--- src/rtl/pc_pkg.sv ---
// Shared types and defaults for the program-counter register stage.
// Holds the FSM state encoding, next-PC select codes and the alignment helper.
package pc_pkg;

    typedef enum logic [1:0] {
        HOLD = 2'd0,
        RUN  = 2'd1,
        TRAP = 2'd2
    } pc_state_e;

    typedef enum logic [1:0] {
        SEL_SEQ  = 2'd0,
        SEL_BR   = 2'd1,
        SEL_JALR = 2'd2,
        SEL_HOLD = 2'd3
    } pc_sel_e;

    localparam logic [31:0] DEF_RESET_VECTOR = 32'h0000_0000;
    localparam logic [31:0] DEF_TRAP_VECTOR  = 32'h0000_0100;

    // A fetch address must be word aligned; only the two low bits matter.
    function automatic logic word_misaligned(input logic [1:0] lsb);
        return (lsb != 2'b00);
    endfunction

endpackage

--- src/rtl/pc_next_sel.sv ---
// Combinational next-PC priority mux: stall > JALR > branch > sequential.
// Reports the chosen source and whether a redirect target is misaligned.
module pc_next_sel
    import pc_pkg::*;
(
    input  logic [31:0] pc,
    input  logic [31:0] pc_plus4,
    input  logic        stall,
    input  logic        jalr_en,
    input  logic [31:0] jalr_target,
    input  logic        branch_taken,
    input  logic [31:0] branch_target,
    output logic [31:0] next_pc_s,
    output pc_sel_e     sel_s,
    output logic        misalign_s
);

    // Priority selection of the candidate PC; JALR drops bit 0 of its target.
    always_comb begin
        next_pc_s = pc_plus4;
        sel_s     = SEL_SEQ;
        if (stall) begin
            next_pc_s = pc;
            sel_s     = SEL_HOLD;
        end else if (jalr_en) begin
            next_pc_s = jalr_target & 32'hFFFF_FFFE;
            sel_s     = SEL_JALR;
        end else if (branch_taken) begin
            next_pc_s = branch_target;
            sel_s     = SEL_BR;
        end else begin
            next_pc_s = pc_plus4;
            sel_s     = SEL_SEQ;
        end
    end

    // Only redirect targets are checked; the sequential path is trusted.
    always_comb begin
        misalign_s = 1'b0;
        case (sel_s)
            SEL_BR, SEL_JALR: misalign_s = word_misaligned(next_pc_s[1:0]);
            default:          misalign_s = 1'b0;
        endcase
    end

endmodule

--- src/rtl/pc_reg_unit.sv ---
// Architectural PC register with post-reset hold window, stall support and
// a misaligned-target trap state; all outputs come straight from flops.
module pc_reg_unit
    import pc_pkg::*;
#(
    parameter logic [31:0] RESET_VECTOR      = DEF_RESET_VECTOR,
    parameter logic [31:0] TRAP_VECTOR       = DEF_TRAP_VECTOR,
    parameter int          RESET_HOLD_CYCLES = 2
) (
    input  logic        clk,
    input  logic        rst_n,
    input  logic [31:0] pc_plus4,
    input  logic        branch_taken,
    input  logic [31:0] branch_target,
    input  logic        jalr_en,
    input  logic [31:0] jalr_target,
    input  logic        stall,
    input  logic        trap_clr,
    output logic [31:0] pc,
    output logic        pc_valid,
    output logic        misalign_trap,
    output logic [31:0] trap_pc
);

    localparam int CW = (RESET_HOLD_CYCLES > 0) ? $clog2(RESET_HOLD_CYCLES + 1) : 1;
    localparam logic [CW-1:0] HOLD_LAST = CW'(RESET_HOLD_CYCLES);

    pc_state_e   state_r, state_s;
    logic [CW-1:0] cnt_r, cnt_s;
    logic [31:0] pc_r, pc_s;
    logic        pc_valid_r, pc_valid_s;
    logic        trap_r, trap_s;
    logic [31:0] trap_pc_r, trap_pc_s;

    logic [31:0] cand_s;
    pc_sel_e     sel_s;
    logic        misalign_s;

    pc_next_sel u_next_sel (
        .pc            (pc_r),
        .pc_plus4      (pc_plus4),
        .stall         (stall),
        .jalr_en       (jalr_en),
        .jalr_target   (jalr_target),
        .branch_taken  (branch_taken),
        .branch_target (branch_target),
        .next_pc_s     (cand_s),
        .sel_s         (sel_s),
        .misalign_s    (misalign_s)
    );

    // Next-state and next-output logic for the HOLD/RUN/TRAP controller.
    always_comb begin
        state_s    = state_r;
        cnt_s      = cnt_r;
        pc_s       = pc_r;
        pc_valid_s = pc_valid_r;
        trap_s     = trap_r;
        trap_pc_s  = trap_pc_r;
        case (state_r)
            HOLD: begin
                pc_valid_s = 1'b0;
                if (cnt_r == HOLD_LAST) begin
                    state_s    = RUN;
                    pc_valid_s = 1'b1;
                end else begin
                    cnt_s = cnt_r + CW'(1'b1);
                end
            end
            RUN: begin
                if (sel_s == SEL_HOLD) begin
                    pc_s = pc_r;
                end else if (misalign_s) begin
                    // The offending target is captured but never becomes pc.
                    state_s    = TRAP;
                    pc_s       = TRAP_VECTOR;
                    trap_pc_s  = cand_s;
                    trap_s     = 1'b1;
                    pc_valid_s = 1'b0;
                end else begin
                    pc_s = cand_s;
                end
            end
            TRAP: begin
                pc_s = TRAP_VECTOR;
                if (trap_clr) begin
                    state_s    = RUN;
                    pc_valid_s = 1'b1;
                    trap_s     = 1'b0;
                end else begin
                    pc_valid_s = 1'b0;
                    trap_s     = 1'b1;
                end
            end
            default: begin
                state_s    = HOLD;
                cnt_s      = '0;
                pc_s       = RESET_VECTOR;
                pc_valid_s = 1'b0;
                trap_s     = 1'b0;
                trap_pc_s  = 32'h0000_0000;
            end
        endcase
    end

    // State and output registers with asynchronous active-low reset.
    always_ff @(posedge clk or negedge rst_n) begin
        if (!rst_n) begin
            state_r    <= HOLD;
            cnt_r      <= '0;
            pc_r       <= RESET_VECTOR;
            pc_valid_r <= 1'b0;
            trap_r     <= 1'b0;
            trap_pc_r  <= 32'h0000_0000;
        end else begin
            state_r    <= state_s;
            cnt_r      <= cnt_s;
            pc_r       <= pc_s;
            pc_valid_r <= pc_valid_s;
            trap_r     <= trap_s;
            trap_pc_r  <= trap_pc_s;
        end
    end

    assign pc            = pc_r;
    assign pc_valid      = pc_valid_r;
    assign misalign_trap = trap_r;
    assign trap_pc       = trap_pc_r;

endmodule
--- config.mk ---
export PLATFORM = sky130hd
export DESIGN_NAME = pc_reg_unit
export DESIGN_NICKNAME = d
export VERILOG_FILES = /design/src/rtl/pc_pkg.sv /design/src/rtl/pc_next_sel.sv /design/src/rtl/pc_reg_unit.sv
export SDC_FILE = /design/constraint.sdc
export NUM_CORES = 1
export LEC_CHECK = 0
export ABC_AREA = 1
export CAP_MARGIN = 20
export CORE_AREA = 4 4 126 128
export DETAILED_ROUTE_END_ITERATION = 10
export DIE_AREA = 0 0 130 132
export PLACE_DENSITY = 0.64
export REMOVE_ABC_BUFFERS = 1
export SETUP_SLACK_MARGIN = 0.4
export SYNTH_ARGS = -nofsm -noshare
export SYNTH_HDL_FRONTEND = slang
export SYNTH_HIERARCHICAL = 1
export SYNTH_SLANG_ARGS = --single-unit
--- constraint.sdc ---
create_clock -name clk -period 2.14 [get_ports clk]
set_input_delay 0.428 -clock clk [delete_from_list [all_inputs] [get_ports clk]]
set_output_delay 0.428 -clock clk [all_outputs]
set_load 0.005 [all_outputs]
[Word-level counts from Yosys, hierarchy flattened]
Cells that the tools add are included.
Storage, ports and cells
  flip-flop bits (word level): 70
  latch bits: 0
  memory bits (writable): 0
  bits in read-only memories: 0
  input bits: 102
  word-level logic and storage cells: 61
  memories kept: 0
Cells by class
  add/sub/neg operators: 1
  multipliers: 0
  div/mod/pow operators: 0
  order comparisons: 0
  eq/ne operators: 11
  shift operators: 0
  multiplexer cells: 29
  bitwise gates (word level): 3
  reduce and logical (&&, ||, !) cells: 11
Operators by type and width (count)
  $mux W32: 7
  $pmux W32 S3: 1
  $pmux W32 S2: 1
  $mux W2: 7
  $ne A2 B2 Y1 const B: 5
  $mux W1: 9
  $eq A2 B2 Y1 const B: 4
  $pmux W1 S3: 2
  $pmux W2 S3: 1
  $reduce_and A2 Y1: 3
  $reduce_and A3 Y1: 2
  $reduce_or A2 Y1: 3
  $eq A2 B1 Y1 const B: 2
  $pmux W2 S2: 1
  $reduce_and A4 Y1: 1
  $not A1 Y1: 3
  $add A2 B1 Y2 const B: 1
  $logic_not A2 Y1: 1
  $reduce_bool A2 Y1: 1

[Longest topological paths before layout]
  depth in word-level cells: 9
  gate-level depth with buffers: 12
  depth with buffers taken out: 12

[Hierarchy]
Netlist, hierarchy kept.
Modules (own cells, without submodules)
  pc_reg_unit: instances 1, cells each 338, area an instance 2995.4 um2, sequential area each 1751.7 um2
  pc_next_sel: instances 1, cells each 222, area an instance 1062.3 um2, sequential area each 0.0 um2

[Worst setup path before layout]
Ideal clock, no wire load.
  kind: input port to flip-flop
  from: input jalr_en
  to: register trap_pc_r[15] (netlist: trap_pc[15])
  library setup time: 0.131 ns
  arrival time: 1.741 ns
  required time: 2.009 ns
  path slack: 0.269 ns
  stages on the path: 12
  cell sequence: buf_4 -> nor2_1 -> nand3_1 -> nand2_1 -> inv_1 -> a21oi_1 -> inv_1 -> nand2_1 -> nand3_2 -> buf_2 -> nand2_1 -> o21ai_0
On the way
  elaborated cells on any way between the ends: 16
RTL lines
  start: declaration: line pc_reg_unit.sv:15  | input logic jalr_en,
  $mux W32: line pc_next_sel.sv:25  | end else if (jalr_en) begin
  $mux W32: line pc_next_sel.sv:22  | if (stall) begin
  via cand_s[0]: line pc_reg_unit.sv:35  | logic [31:0] cand_s;
  $reduce_bool A2 Y1: line pc_pkg.sv:23  | return (lsb != 2'b00);
  $mux W1: line pc_next_sel.sv:40  | case (sel_s)
  via misalign_s: line pc_reg_unit.sv:37  | logic misalign_s;
  $ne A2 B2 Y1 (no line)
  $reduce_and A3 Y1 (no line)
  end signal: assignment: line pc_reg_unit.sv:121  | trap_pc_r <= trap_pc_s;
  end: declaration: line pc_reg_unit.sv:33  | logic [31:0] trap_pc_r, trap_pc_s;
The timed path passes the listed nets, and every way through them passes these cells. The select of a mux whose other input is x is not followed.
A chain may end at the register's enable or synchronous reset.

[Worst setup path in the final report]
  from: register pc_r[30] (netlist: pc[30])
  to: output pc[30]
RTL lines
  start: declaration: line pc_reg_unit.sv:30  | logic [31:0] pc_r, pc_s;
  start signal: assignment: line pc_reg_unit.sv:118  | pc_r <= pc_s;
  end: declaration: line pc_reg_unit.sv:19  | output logic [31:0] pc,
No word-level cell between the ends.

==> results.yml <==
global_routing:
  antenna_found_initial: 0
  top_usage_layer: "met2"
  use_met3: 0.04822
  grt_max_degree: 36
  grt_pass1_vias: 4071
  overflow: 0
  grtUsageMet1: 0.2114
  grt_usage: 0.1655
  use_met2: 0.2745
  grt_pass1_wl_mm: 22.33
placed_design:
  io_buffers: 166
  routabilityCongestion: 0.7992
  post-place-ws_ns: -0.1804
  hpwlAfterDp_mm: 9.886
  placed_area_sq_um: 5963
synth:
  yosysTopAreaCellShare: 0.4317
  yosysMostFrequentCell: "nand2_1"
  async_flop_share: 1.000
  synth_area_leader_cell: "dfrtp_1"
  synth_area_sq_um: 4058
  ys_seq_area_frac: 0.4317
  post_synth_inst_count: 560
  yosys_register_bits: 70
  avgSynthCellArea_sq_um: 7.246
  yosys.cell_types.count: 21
  synth_common_cells: "nand2_1, dfrtp_1, nand3_1, o21ai_0, inv_1"
  synthFlopType: "dfrtp_1"
  yosys-top-cells-area: "dfrtp_1, nand2_1, nand3_1"
  yosys_warnings: 6
  synth_edf_count: 0
critical_path:
  path_depth: 1
  worst_setup_path_end_kind: "output pin"
  critical-path-max-stage-delay_ns: 0.53
  cp_cell_sequence: "clkdlybuf4s50_1"
  cp-start-kind: "flop"
  crit_path_start: "pc[30]"
  worstSetupPathType: "reg -> out"
  critPathBufInv: 1
  crit_arrival_ns: 1.24
  cp_top_family: "buffers and inverters"
  critPathSlowestCell: "clkdlybuf4s50_1"
  worstRegToRegCells: 8
  rr_startpoint: "pc[1]"
  cp_max_fo: 3
  worst_ep_required_time_ns: 1.71
power:
  p_leak_nw: 2.868
  powerDensity_nw_per_um2: 1117
  vdd_ir_drop_max_mv: 0.5193
route:
  routed_wl_mm: 14.33
  vias: 4322
  dr.pass1.iters: 4
  via_per_inst: 4.688
  drt-wirelength-per-cell_um: 15.54
  ant_nets: 0
  drc: 0
  drt-initial-drc-count: 240
clocking:
  cts_made_buffers: 9
  clkSinkCount: 70
  cts_buffer_depth: 2
  clk_pin_slew_ns: 0.06
  ctsHoldBuffers: 0
  clockRootBuffer: "clkbuf_16"
  ctsHtreeMaxLevel: 3
  worstSkewPairLatency_ns: 0.33
  cts_tree: "built"
layout:
  final_nets: 842
  stdcell_area_sq_um: 6435
  n_antenna_cell: 0
  drive_above_1_share: 0.08719
  synthToLayoutAreaGrowth_pct: 58.59
  area.sequential_sq_um: 1753
  multiInputGateArea_sq_um: 1917
  fillers: 1497
floorplanning:
  coreArea_sq_um: 14860
  rows: 45
  initial_utilization: 0.2730
  die-height_um: 132
  io_pins: 168
  die_w_um: 130
  dieArea_sq_um: 17160
timing:
  hold_viol: 0
  relSlewSlack: 0.6892
  finalClockSkew_ns: 0.004536
  tightest_slew_ns: 0.4663
  setup_viol: 0
  period_share: 0.7773
  post-route-min-period_ns: 1.663
  slew_violations: 0
  grt_setup_unrepaired: "yes"
  worst_slack_ns: 0.4765
  clock.fmax_mhz: 601.2
run_status:
  outcome: "completed"
job:
  maxCapViolCount: 0
worst_hold_path:
  min_path_type: "in -> async"
[metal layers]
layer | vias up | share of wire
li1 | 2167 | -
met4 | 0 | 0.011
met2 | 147 | 0.48
met3 | 12 | 0.085
met1 | 1996 | 0.43
met5 | - | 0
[registers in the layout (all words and copies together), names as in the netlist]
register and count:
pc 32, state_r 2, misalign_trap 1, trap_pc 32, cnt_r 2, pc_valid 1
[where the power goes]
group	leakage [nW]	internal [mW]	total [mW]	switching (mW)
Sequential	0.954	1.75	2.04	0.290
Combinational	1.78	1.88	3.73	1.84
Clock	0.137	0.912	1.42	0.513
Total	2.87	4.54	7.19	2.65
[layout make-up]
cell class                 instances  area share
inverter                          47     0.02780
timing repair buffer             200      0.3222
tap                              188     0.03655
multi-input combinational        404      0.2979
clock buffer                      11     0.03772
sequential                        70      0.2724
clock inverter                     2    0.005444
[worst paths after layout]
path,endpoint,slack [ns]
max,pc[30],0.48
min,trap_pc[22],0.05
max reg2reg,trap_pc[31],0.51
min reg2reg,trap_pc[18],0.48
max in group asynchronous,trap_pc[5],1.54
min in group clk,trap_pc[18],0.48
[what timing repair did]
action                                  CTS  global route
endpoints found under the setup margin   68            69
cloned                                    3             0
pin swaps                                 0             1
setup buffers                             3             3
resized for setup                        14            13
[per-stage QoR]
step	total power, mW	cells	setup TNS (ns)	util	hold WS [ns]
after global placement	5.270	900	-6.870	0.4012	0.4168
after CTS	7.242	919	0	0.4295	0.06721
after detailed placement	5.297	900	-7.883	0.4012	0.4184
after floorplan	3.338	521	-49.24	-	0.1324
after global routing	7.746	922	0	0.4329	0.08356
final	7.187	922	0	0.4329	0.04851
[placed cells by master, fill, tap and decap left out, types with 5 or more instances in the layout]
| cell | instances |
|---|---|
| dlygate4sd2_1 | 5 |
| ha_1 | 6 |
| inv_1 | 45 |
| buf_12 | 8 |
| clkdlybuf4s50_1 | 155 |
| nand2_1 | 180 |
| o21ai_1 | 37 |
| buf_4 | 23 |
| a21oi_1 | 32 |
| dfrtp_1 | 69 |
| nand3_1 | 67 |
| o21ai_0 | 66 |
| clkbuf_16 | 9 |
[cell families after synthesis]
kind of cell,count (synthesis),synth area share
AOI/OAI and AO/OA,136,0.1677
DFF,70,0.4317
buffers and inverters,86,0.1073
adders and majority gates,8,0.02467
and+or+nand+nor,260,0.2686
Note: power is estimated with default switching activity, not from simulation.
